[config.mk]
export PLATFORM = sky130hd
export DESIGN_NAME = ex_muldiv
export DESIGN_NICKNAME = d
export VERILOG_FILES = /design/src/rtl/ex_muldiv.sv
export SDC_FILE = /design/constraint.sdc
export NUM_CORES = 1
export LEC_CHECK = 0
export CAP_MARGIN = 40
export CORE_AREA = 2 2 124 186
export CTS_CLUSTER_DIAMETER = 40
export DETAILED_ROUTE_END_ITERATION = 6
export DIE_AREA = 0 0 126 188
export HOLD_SLACK_MARGIN = 0.03
export PLACE_DENSITY_LB_ADDON = 0.15
export SKIP_CTS_REPAIR_TIMING = 1
export SLEW_MARGIN = 20
export SYNTH_ARGS = -nofsm -noshare
export SYNTH_HDL_FRONTEND = slang
export SYNTH_SLANG_ARGS = --single-unit
[constraint.sdc]
create_clock -name clk -period 3.6 [get_ports clk]
set_input_delay 0.72 -clock clk [delete_from_list [all_inputs] [get_ports clk]]
set_output_delay 0.72 -clock clk [all_outputs]
set_load 0.01 [all_outputs]
[src/rtl/ex_muldiv.sv]
// ex_muldiv: iterative multiply/divide unit for the EX stage.
//
// Runs MULT/MULTU as a radix-2 shift-add over 32 cycles. When the
// divider is built, DIV/DIVU run as a radix-2 restoring divide over
// 32 cycles. Holds the HI/LO registers. MTHI/MTLO write HI/LO in a
// single cycle. md_stall holds the front of the pipeline while an
// operation is accepted or in flight.
//
// Build option: define EX_MULDIV_DIV_EN to build the divider and the
// DIV state. Without it, DIV/DIVU act as no-ops and md_div_zero is 0.
//
// Ports:
//   clk          clock, rising edge
//   rst          synchronous active-high reset
//   ex_rdata1    operand A (dividend / multiplicand / MTHI-MTLO source)
//   ex_rdata2    operand B (divisor / multiplier)
//   md_op        operation code (1 MULT, 2 MULTU, 3 DIV, 4 DIVU, 5 MTHI, 6 MTLO)
//   md_stall     hold upstream and ID/EX while high
//   md_busy      iteration in progress
//   hi, lo       architectural HI/LO
//   md_div_zero  one-cycle pulse in DONE after a divide by zero
//
// state | meaning
// ------+-----------------------------------------------
// IDLE  | waiting for an op; MTHI/MTLO complete here
// MUL   | one multiplier bit per cycle, 32 cycles
// DIV   | one quotient bit per cycle, 32 cycles
// DONE  | results visible, stall low, md_op ignored

module ex_muldiv #(
    parameter int WIDTH = 32,
    parameter int CNT_W = 5
) (
    input  logic             clk,
    input  logic             rst,
    input  logic [WIDTH-1:0] ex_rdata1,
    input  logic [WIDTH-1:0] ex_rdata2,
    input  logic [2:0]       md_op,
    output logic             md_stall,
    output logic             md_busy,
    output logic [WIDTH-1:0] hi,
    output logic [WIDTH-1:0] lo,
    output logic             md_div_zero
);

    localparam logic [2:0] OP_MULT  = 3'b001;
    localparam logic [2:0] OP_MULTU = 3'b010;
    localparam logic [2:0] OP_DIV   = 3'b011;
    localparam logic [2:0] OP_DIVU  = 3'b100;
    localparam logic [2:0] OP_MTHI  = 3'b101;
    localparam logic [2:0] OP_MTLO  = 3'b110;

    localparam logic [CNT_W-1:0] CNT_LAST = {CNT_W{1'b1}};
    localparam logic [CNT_W-1:0] CNT_ONE  = {{(CNT_W-1){1'b0}}, 1'b1};

    typedef enum logic [1:0] {
        S_IDLE = 2'd0,
        S_MUL  = 2'd1,
        S_DONE = 2'd3
`ifdef EX_MULDIV_DIV_EN
        , S_DIV = 2'd2
`endif
    } state_t;

    state_t             state_q;
    logic [CNT_W-1:0]   cnt_q;
    // MUL: {partial product, remaining multiplier bits}
    // DIV: {partial remainder, dividend bits shifting into quotient}
    logic [2*WIDTH-1:0] acc_q;
    logic [WIDTH-1:0]   opnd_q;     // multiplicand or divisor magnitude
    logic               neg_q;      // negate product / quotient at the end
    logic [WIDTH-1:0]   hi_q;
    logic [WIDTH-1:0]   lo_q;
    logic               div_zero_q;

    logic               op_mul;
    logic               op_div;
    logic               op_signed;
    logic               a_neg;
    logic               b_neg;
    logic [WIDTH-1:0]   a_mag;
    logic [WIDTH-1:0]   b_mag;
    logic [WIDTH:0]     mul_sum;
    logic [2*WIDTH-1:0] mul_acc_d;
    logic [2*WIDTH-1:0] mul_res_d;

`ifdef EX_MULDIV_DIV_EN
    logic               neg_rem_q;  // remainder takes the dividend's sign
    logic [WIDTH:0]     rem_sh;
    logic [WIDTH:0]     rem_diff;
    logic [2*WIDTH-1:0] div_acc_d;
    logic [WIDTH-1:0]   quot_res_d;
    logic [WIDTH-1:0]   rem_res_d;
`endif

    always_comb begin
        op_mul    = (md_op == OP_MULT) || (md_op == OP_MULTU);
`ifdef EX_MULDIV_DIV_EN
        op_div    = (md_op == OP_DIV) || (md_op == OP_DIVU);
`else
        op_div    = 1'b0;
`endif
        op_signed = (md_op == OP_MULT) || (md_op == OP_DIV);
        a_neg     = op_signed & ex_rdata1[WIDTH-1];
        b_neg     = op_signed & ex_rdata2[WIDTH-1];
        a_mag     = a_neg ? -ex_rdata1 : ex_rdata1;
        b_mag     = b_neg ? -ex_rdata2 : ex_rdata2;

        // Add the multiplicand into the upper half when the current
        // multiplier bit is set, then shift right keeping the carry.
        mul_sum   = {1'b0, acc_q[2*WIDTH-1:WIDTH]} + (acc_q[0] ? {1'b0, opnd_q} : '0);
        mul_acc_d = {mul_sum, acc_q[WIDTH-1:1]};
        mul_res_d = neg_q ? -mul_acc_d : mul_acc_d;

`ifdef EX_MULDIV_DIV_EN
        // Restoring step: the shifted remainder is below twice the
        // divisor, so a non-negative difference always fits WIDTH bits.
        rem_sh   = {acc_q[2*WIDTH-1:WIDTH], acc_q[WIDTH-1]};
        rem_diff = rem_sh - {1'b0, opnd_q};
        if (!rem_diff[WIDTH]) begin
            div_acc_d = {rem_diff[WIDTH-1:0], acc_q[WIDTH-2:0], 1'b1};
        end else begin
            div_acc_d = {rem_sh[WIDTH-1:0], acc_q[WIDTH-2:0], 1'b0};
        end
        quot_res_d = neg_q ? -div_acc_d[WIDTH-1:0] : div_acc_d[WIDTH-1:0];
        rem_res_d  = neg_rem_q ? -div_acc_d[2*WIDTH-1:WIDTH] : div_acc_d[2*WIDTH-1:WIDTH];
`endif

        md_busy = (state_q == S_MUL)
`ifdef EX_MULDIV_DIV_EN
                  || (state_q == S_DIV)
`endif
                  ;
        md_stall = md_busy || ((state_q == S_IDLE) && (op_mul || op_div));
    end

    always_ff @(posedge clk) begin
        if (rst) begin
            state_q    <= S_IDLE;
            cnt_q      <= '0;
            acc_q      <= '0;
            opnd_q     <= '0;
            neg_q      <= 1'b0;
            hi_q       <= '0;
            lo_q       <= '0;
            div_zero_q <= 1'b0;
`ifdef EX_MULDIV_DIV_EN
            neg_rem_q  <= 1'b0;
`endif
        end else begin
            case (state_q)
                S_IDLE: begin
                    div_zero_q <= 1'b0;
                    cnt_q      <= '0;
                    if (op_mul) begin
                        opnd_q  <= a_mag;
                        acc_q   <= {{WIDTH{1'b0}}, b_mag};
                        neg_q   <= a_neg ^ b_neg;
                        state_q <= S_MUL;
`ifdef EX_MULDIV_DIV_EN
                    end else if (op_div) begin
                        if (ex_rdata2 == '0) begin
                            lo_q       <= '1;
                            hi_q       <= ex_rdata1;
                            div_zero_q <= 1'b1;
                            state_q    <= S_DONE;
                        end else begin
                            opnd_q    <= b_mag;
                            acc_q     <= {{WIDTH{1'b0}}, a_mag};
                            neg_q     <= a_neg ^ b_neg;
                            neg_rem_q <= a_neg;
                            state_q   <= S_DIV;
                        end
`endif
                    end else if (md_op == OP_MTHI) begin
                        hi_q <= ex_rdata1;
                    end else if (md_op == OP_MTLO) begin
                        lo_q <= ex_rdata1;
                    end
                end
                S_MUL: begin
                    acc_q <= mul_acc_d;
                    cnt_q <= cnt_q + CNT_ONE;
                    if (cnt_q == CNT_LAST) begin
                        hi_q    <= mul_res_d[2*WIDTH-1:WIDTH];
                        lo_q    <= mul_res_d[WIDTH-1:0];
                        state_q <= S_DONE;
                    end
                end
`ifdef EX_MULDIV_DIV_EN
                S_DIV: begin
                    acc_q <= div_acc_d;
                    cnt_q <= cnt_q + CNT_ONE;
                    if (cnt_q == CNT_LAST) begin
                        hi_q    <= rem_res_d;
                        lo_q    <= quot_res_d;
                        state_q <= S_DONE;
                    end
                end
`endif
                S_DONE: begin
                    div_zero_q <= 1'b0;
                    state_q    <= S_IDLE;
                end
                default: begin
                    state_q <= S_IDLE;
                end
            endcase
        end
    end

    assign hi = hi_q;
    assign lo = lo_q;
`ifdef EX_MULDIV_DIV_EN
    assign md_div_zero = div_zero_q;
`else
    // Only a divide can raise the flag, so it never sets in this build.
    assign md_div_zero = 1'b0 & div_zero_q;
`endif

endmodule

-- Word-level counts from Yosys, hierarchy flattened
Index checks and enable logic that the tools add are counted.
- bits in registers: 168
- input bits: 69
- output and inout bits: 67
- logic and storage cells: 58
- $add $sub $neg: 5
- equal/unequal tests: 13
- mux-type cells: 19
- bitwise operators: 3
- reduce and logical (&&, ||, !) cells: 11
- operators with widths (kind ; count):
    $mux W32 ; 10
    $mux W64 ; 2
    $pmux W32 S2 ; 2
    $pmux W64 S2 ; 1
    $neg A32 Y32 ; 2
    $neg A64 Y64 ; 1
    $add A32 B32 Y33 ; 1
    $pmux W5 S2 ; 1
    $eq A3 B2 Y1 const B ; 2
    $eq A3 B3 Y1 const B ; 2
    $ne A2 B1 Y1 const B ; 3
    $ne A2 B2 Y1 const B ; 3
    $reduce_and A2 Y1 ; 3
    $add A5 B1 Y5 const B ; 1
    $eq A5 B5 Y1 const B ; 1
    $reduce_and A5 Y1 ; 1
    $mux W2 ; 2
    $pmux W2 S2 ; 1
    $reduce_and A4 Y1 ; 1
    $eq A3 B1 Y1 const B ; 1
    $logic_or A1 B1 Y1 ; 3
    $and A1 B1 Y1 ; 2
    $eq A2 B1 Y1 const B ; 1
    $logic_not A2 Y1 ; 1
    3 further kinds ; 3

-- Logic depth before layout (Yosys ltp)
Gate-level depths: netlist (run 1).
- depth after elaboration: 6
- gate-level depth with buffers: 17
- gate-level depth less buffers: 14

-- Worst setup path before layout (run 1)
No wires, ideal clock.
- path kind: flip-flop to flip-flop
- start: register acc_q[0]
- end: register hi_q[26] (netlist: hi[26])
- library setup time: 0.101 ns
- arrival: 3.904 ns
- data required time: 3.499 ns
- path slack: -0.405 ns
- cell stages (with the launch flop): 18
- path buffers: 3
- period minus slack after synthesis: 4.005 ns
- path through: dfxtp_1 > clkbuf_1 > and2_1 > ha_1 > fa_1 > a211oi_1 > o211ai_1 > a21oi_2 > a31oi_1 > nor2_1 > xnor2_1 > or4b_1 > buf_2 > or2_1 > buf_2 > o41a_1 > xnor2_1 > o41ai_1
- longest elaborated chain between the ends: 6
- ends and longest elaborated chain (item ; RTL line ; RTL):
    start, declared ; 69 ; logic [2*WIDTH-1:0] acc_q;
    start signal, assigned ; 157 ; acc_q <= {{WIDTH{1'b0}}, b_mag};
    start signal, assigned ; 182 ; acc_q <= mul_acc_d;
    $mux W32 (*) ; 111 ; mul_sum = {1'b0, acc_q[2*WIDTH-1:WIDTH]} + (acc_q[0] ? {1'b0, opnd_q} : '0);
    $add A32 B32 Y33 (*) ; 111 ;
    $neg A64 Y64 ; 113 ; mul_res_d = neg_q ? -mul_acc_d : mul_acc_d;
    $mux W64 (*) ; 113 ;
    $mux W32 (*) ; 184 ; if (cnt_q == CNT_LAST) begin
    $pmux W32 S2 (*) ; 151 ; case (state_q)
    end signal, assigned ; 176 ; hi_q <= ex_rdata1;
    end signal, assigned ; 185 ; hi_q <= mul_res_d[2*WIDTH-1:WIDTH];
    end, declared ; 72 ; logic [WIDTH-1:0] hi_q;
Mark *: on every way between the ends. The rest lies on a longest branch, timed or not. The select of a mux whose other input is x is not followed.
A chain may end at the register's enable or synchronous reset.

-- Worst setup path in the final report (run 1)
- start: register acc_q[0]
- end: register hi_q[24] (netlist: hi[24])
The elaborated chain is that of the path after synthesis.

==> results of run 1 <==
per-stage QoR:
| step | std cells | setup WS [ps] | setup TNS [ps] | cell area (µm²) |
|---|---|---|---|---|
| after floorplan | 1494 | -197 | -551 | 11400 |
| after global placement | 1960 | -277 | -2730 | 13900 |
| after detailed placement | 1961 | -342 | -4790 | 14000 |
| after CTS | 1993 | -380 | -5390 | 14500 |
| after global routing | 2019 | -380 | -4520 | 15400 |
| final | 2019 | -261 | -2290 | 15400 |
critical path: stages (launching register included):
cell      delay [ps]
dfxtp_4          370
and2_4           150
ha_1             270
a21o_1           180
nand4_1          170
buf_4            150
buf_4            100
nand2_2           60
buf_4            130
o311a_4          360
nor4_4           290
buf_4            190
nand4b_1         210
buf_4            210
buf_4            130
o31ai_2          220
buf_4            160
xor2_1            50
a211o_1          290
a21oi_1          110
sequential cells by signal, indices dropped and copies added, names as in the netlist:
| register | flops |
|---|---|
| cnt_q | 5 |
| state_q | 2 |
| acc_q | 64 |
| neg_q | 1 |
| lo | 32 |
| opnd_q | 32 |
| hi | 32 |
routing by layer:
metal,share of wire,up-vias
li1,-,5870
met1,0.39,5799
met4,0.047,0
met2,0.51,434
met3,0.053,100
met5,0,-
cell usage in the layout (no fill, tap or decap), drive strengths merged, types with 4 or more instances in the layout:
cell type and instances:
dfxtp 168, and3 5, nand3 30, nand3b 7
or3 19, and2 38, xor2 84, o21a 4
inv 23, nand2b 8, a21o 14, clkinv 8
a211o 4, a22oi 53, o22ai 4, a211oi 67
clkbuf 19, buf 194, a31o 5, a21oi 168
o211ai 6, nand2 150, o31ai 37, or4 7
o21ai 63, clkdlybuf4s50 133, nor3 26, ha 37
xnor2 52, a311oi 9, a31oi 16, nor2b 7
nand4 10, or2 8, nor2 187, nor4 16
o41ai 12
logic make-up (layout without fill, tap and decap cells):
| logic type | after synthesis | after routing | share of synthesized area |
|---|---|---|---|
| multiplexers | 3 | 3 | 0.00277 |
| XOR/XNOR | 136 | 136 | 0.106 |
| flip-flops | 168 | 168 | 0.298 |
| other | 1 | 1 | 0.000332 |
| AO/OA/AOI/OAI | 484 | 484 | 0.282 |
| adder cells (fa/ha/maj) | 38 | 38 | 0.0428 |
| AND/OR/NAND/NOR | 532 | 532 | 0.223 |
| buffers and inverters | 132 | 381 | 0.0455 |
area by class of cell:
cell class              instances  area share
clock inverters                13     0.00802
repair buffers                327       0.188
multi-input cells            1194       0.529
inverters                      22     0.00551
well taps                     276      0.0224
flip-flops and latches        168       0.218
clock buffers                  19      0.0287
power by group:
group	leakage (nW)	internal, W	switching (W)	total [W]
Clock	0.269	0.000974	0.000791	0.00177
Sequential	1.37	0.00195	0.0000893	0.00204
Combinational	4.25	0.000488	0.000648	0.00114
worst paths after layout:
path	start	endpoint	slack, ps	cells past startpoint
max	acc_q[0]	hi[24]	-260	19
max reg2reg	acc_q[0]	hi[24]	-260	19
min	opnd_q[29]	opnd_q[29]	450	2
min reg2reg	opnd_q[29]	opnd_q[29]	450	2
==> impl_metrics.toml, run 1 <==
[logic_synthesis]
synth_top_area_frac = 0.298
netlist_area_mm2 = 0.0113
yosysTopAreaCell = "dfxtp_1"
synthTopCellsByArea = "dfxtp_1 30%, a21oi_1 7.2%, xor2_1 6.5%, nor2_1 6.2%, nand2_1 5.0%"
synthArstFlopShare = 0
yosys_warnings = 0
syn_avg_cell_area_um2 = 7.56
ys_types = 81
synth_common_cells = "187 x nor2_1, 168 x dfxtp_1, 162 x a21oi_1"
ys_ff_latch = 168
ys.flop_type = "dfxtp_1"
synthCells = 1494
synth_seq_area_share = 0.298
syn-num-nets = 1601
post-synth-top-count-cell = "nor2_1"
synth-edff-count = 0

[cells_and_area]
fin_util = 0.697
seq_area_mm2 = 0.00337
drive_above_1_share = 0.209
diodes = 0
fillerInstances = 1818
multi_input_area_mm2 = 0.00817
syn2layout_area_growth_pct = 36.7
nets = 1837

[sta]
whs_ps = 452
tightest_slew_ps = 944
relSlewSlack = 0.370
setup_viol = 16
fmax_mhz = 259
hold_viol = 0
fin_crit_ps = 3860
post-route-period-util = 1.07
drv_slew = 0
skew_ps = 8.31
fin_ws_ps = -261
rsz0062_at_grt = "yes"

[power]
p_per_area_mw_per_mm2 = 320
irDropWorstVdd_uv = 345
leakage_nw = 5.89
total_power_w = 0.00494

[clock_tree]
cts_tree = "done"
cts_buffers = 17
clk_pin_slew_ps = 70
clock_sinks = 168
cts_htree_levels = 4
cts_max_path_buffers = 2
clk_latency_ps = 440
cts_root_buf = "clkbuf_16"

[die]
start_util = 0.510
die_w_um = 126
dieArea_mm2 = 0.0237
coreArea_mm2 = 0.0221
num_rows = 67
io_pins = 136
die_h_um = 188

[routing]
drt-initial-drc-count = 953
firstDrtPassIters = 5
viasPerCell = 6.04
totalWireLength_um = 38700
route.vias.total = 12203
ant_nets = 0
drc_errors = 0
post_drt_wl_per_cell_um = 19.2

[placement]
portBuffers = 134
place_congestion = 0.978
hpwlAfterDp_um = 28200

[global_routing]
grt_usage = 0.307
use_met2 = 0.535
grt_pass1_vias = 11543
grt_use_met3 = 0.0439
grtUsageMet1 = 0.361
grt_start_max_net_pins = 161
top_usage_layer = "met2"
grt.overflow.total = 0
grt_pass1_wl_um = 58500
grt_antenna_before_repair = 0

[worst_setup_path]
crit_path_max_fanout = 5
path_class = "flop to flop"
startpoint_type = "flop"
required_ps = 3970
critical_path_arrival_ps = 4230
worst_setup_path_end_kind = "flop"

[job]
drv_cap = 0

[run_status]
violations = "setup timing"
status = "complete, but fails checks"

[hold_path]
hp-class = "flop to flop"
Note: power is estimated with default switching activity, not from simulation.
==> run 2, diff against run 1 <==
CORE_AREA = 2 2 151 153   (was 2 2 124 186)
DIE_AREA = 0 0 153 155   (was 0 0 126 188)
SLEW_MARGIN = 30   (was 20)
==> run 2 against run 1 <==
The flow still finishes with violations (setup timing). Core utilization decreased by 2.1 points. Register-to-register slack improved by 80 ps. Die area increased by 0.11%. Total power increased by 3.1%. Global-route usage decreased by 0.75 points. Fmax increased by 2.2%. Combinational power decreased by 4%. Non-clock buffer count decreased by 20. Clock power increased by 11%. Worst setup slack improved by 83 ps. Flip-flop and latch count unchanged. First-iteration DRC count increased by 17%. Critical path type unchanged. Largest cell class unchanged. Highest routed layer unchanged.
==> impl_metrics.toml, run 2 (synthesis gave the netlist of run 1 again) <==
[run_status]
status = "complete, but fails checks"
violations = "setup timing"

[routing]
totalWireLength_um = 37000
ant_nets = 0
route.vias.total = 11997
drt-initial-drc-count = 1116
post_drt_wl_per_cell_um = 18.4
viasPerCell = 5.97
drc_errors = 0
firstDrtPassIters = 6

[sta]
post-route-period-util = 1.05
tns_ps = -1690
fin_ws_ps = -177
hold_viol = 0
setup_viol = 17
rsz0062_at_grt = "yes"
fin_crit_ps = 3780
tightest_slew_ps = 889
skew_ps = 15.8
relSlewSlack = 0.403
drv_slew = 0
fmax_mhz = 265

[die]
die_h_um = 155
num_rows = 55
coreArea_mm2 = 0.0222
dieArea_mm2 = 0.0237
start_util = 0.508
io_pins = 136
die_w_um = 153

[placement]
hpwlAfterDp_um = 27200
place_congestion = 0.947
placed_area_mm2 = 0.0139
portBuffers = 134

[worst_setup_path]
required_ps = 3920
critPathLaunch = "acc_q[0]"
slowest_delay_ps = 390
cp_cell_sequence = "buf_4, and2_1, ha_1, a21oi_4, o211ai_1, o21ai_2, nand2_4, buf_6, xor2_4, nor4_4, buf_4, nand4b_1, buf_4, o31ai_2, xor2_1, a211oi_2, a31o_2"
reg2regPathDepth = 17
rrSetupSlack_ps = -180
r2r-end = "hi[20]"
critical_path_arrival_ps = 4100
reg2reg_from = "acc_q[0]"
critPathMostFrequentCell = "buf_4"
worst_setup_path_end_kind = "flop"
cpMaxStageDelayCell = "dfxtp_4"
crit_path_max_fanout = 8
startpoint_type = "flop"
cp-endpoint = "hi[20]"
path_class = "flop to flop"

[hold_path]
hp-class = "flop to flop"
hold_depth = 2

[job]
drv_cap = 0

[clock_tree]
cts_max_path_buffers = 2
cts_tree = "done"
cts_buffers = 17
clk_latency_ps = 440
clock_sinks = 168
clk_pin_slew_ps = 70
cts_htree_levels = 4
cts_root_buf = "clkbuf_16"

[power]
p_per_area_mw_per_mm2 = 339
irDropWorstVdd_uv = 314
leakage_nw = 5.81

[cells_and_area]
diodes = 0
regMostFlops = "acc_q"
fillerInstances = 1896
drive_above_1_share = 0.176
multi_input_area_mm2 = 0.00787
syn2layout_area_growth_pct = 33.2
fin_area_mm2 = 0.0150
largest_reg_flops = 64
seq_area_mm2 = 0.00337
nets = 1817
mostFrequentLayoutCells = "185 x nor2_1, 166 x dfxtp_1, 164 x buf_4"
mostFrequentLayoutCell = "nor2_1"

[global_routing]
grt_pass1_wl_um = 57500
grt.overflow.total = 0
grt_pass1_vias = 11123
grt_antenna_before_repair = 0
grt_usage = 0.299
grt_start_max_net_pins = 161
[run 2: critical path: cells and delay by family (launching register included)]
family                     cells  cell delay (ps)
and+or+nand+nor                4              740
xor gates and xnor gates       2              410
DFF                            1              390
AOI/OAI and AO/OA              6             1080
adders and majority gates      1              330
buffers and inverters          4              720
[run 2: area by class of cell]
type	instances	share of cell area
multi-input cells	1194	0.523
well taps	285	0.0237
repair buffers	307	0.182
inverters	22	0.00566
clock inverters	13	0.0120
flip-flops and latches	168	0.224
clock buffers	19	0.0295
[run 2: through the flow]
step                      hold slack [ps]  power, W  cells  setup slack (ps)  utilization
after floorplan                       427   0.00265   1494              -197            -
after global placement                437   0.00308   1964              -290        0.624
after detailed placement              443   0.00311   1968              -339        0.627
after CTS                             450   0.00506   2000              -393        0.655
after global routing                  461   0.00528   2008              -332        0.676
final                                 449   0.00509   2008              -177        0.676
[run 2: power breakdown]
part / switching (W) / internal, W
combinational: 0.000641 / 0.000458
sequential: 0.0000824 / 0.00195
clock: 0.000828 / 0.00113
[run 2: worst min-delay path by stage]
stage | startpoint | to | slack, ps
finish | opnd_q[21] | opnd_q[21] | 450
CTS | opnd_q[17] | opnd_q[17] | 450
floorplan | opnd_q[17] | opnd_q[17] | 430
global route | opnd_q[17] | opnd_q[17] | 460
detailed placement | opnd_q[21] | opnd_q[21] | 440
global placement | opnd_q[21] | opnd_q[21] | 440
[run 2: per-layer routing]
layer | GRT usage | up-vias | routed length [µm]
met2 | 0.492 | 421 | 17300
met3 | 0.0462 | 81 | 2390
met5 | 0 | - | 0
met1 | 0.405 | 5667 | 16200
met4 | 0.0966 | 0 | 1140
li1 | - | 5828 | -
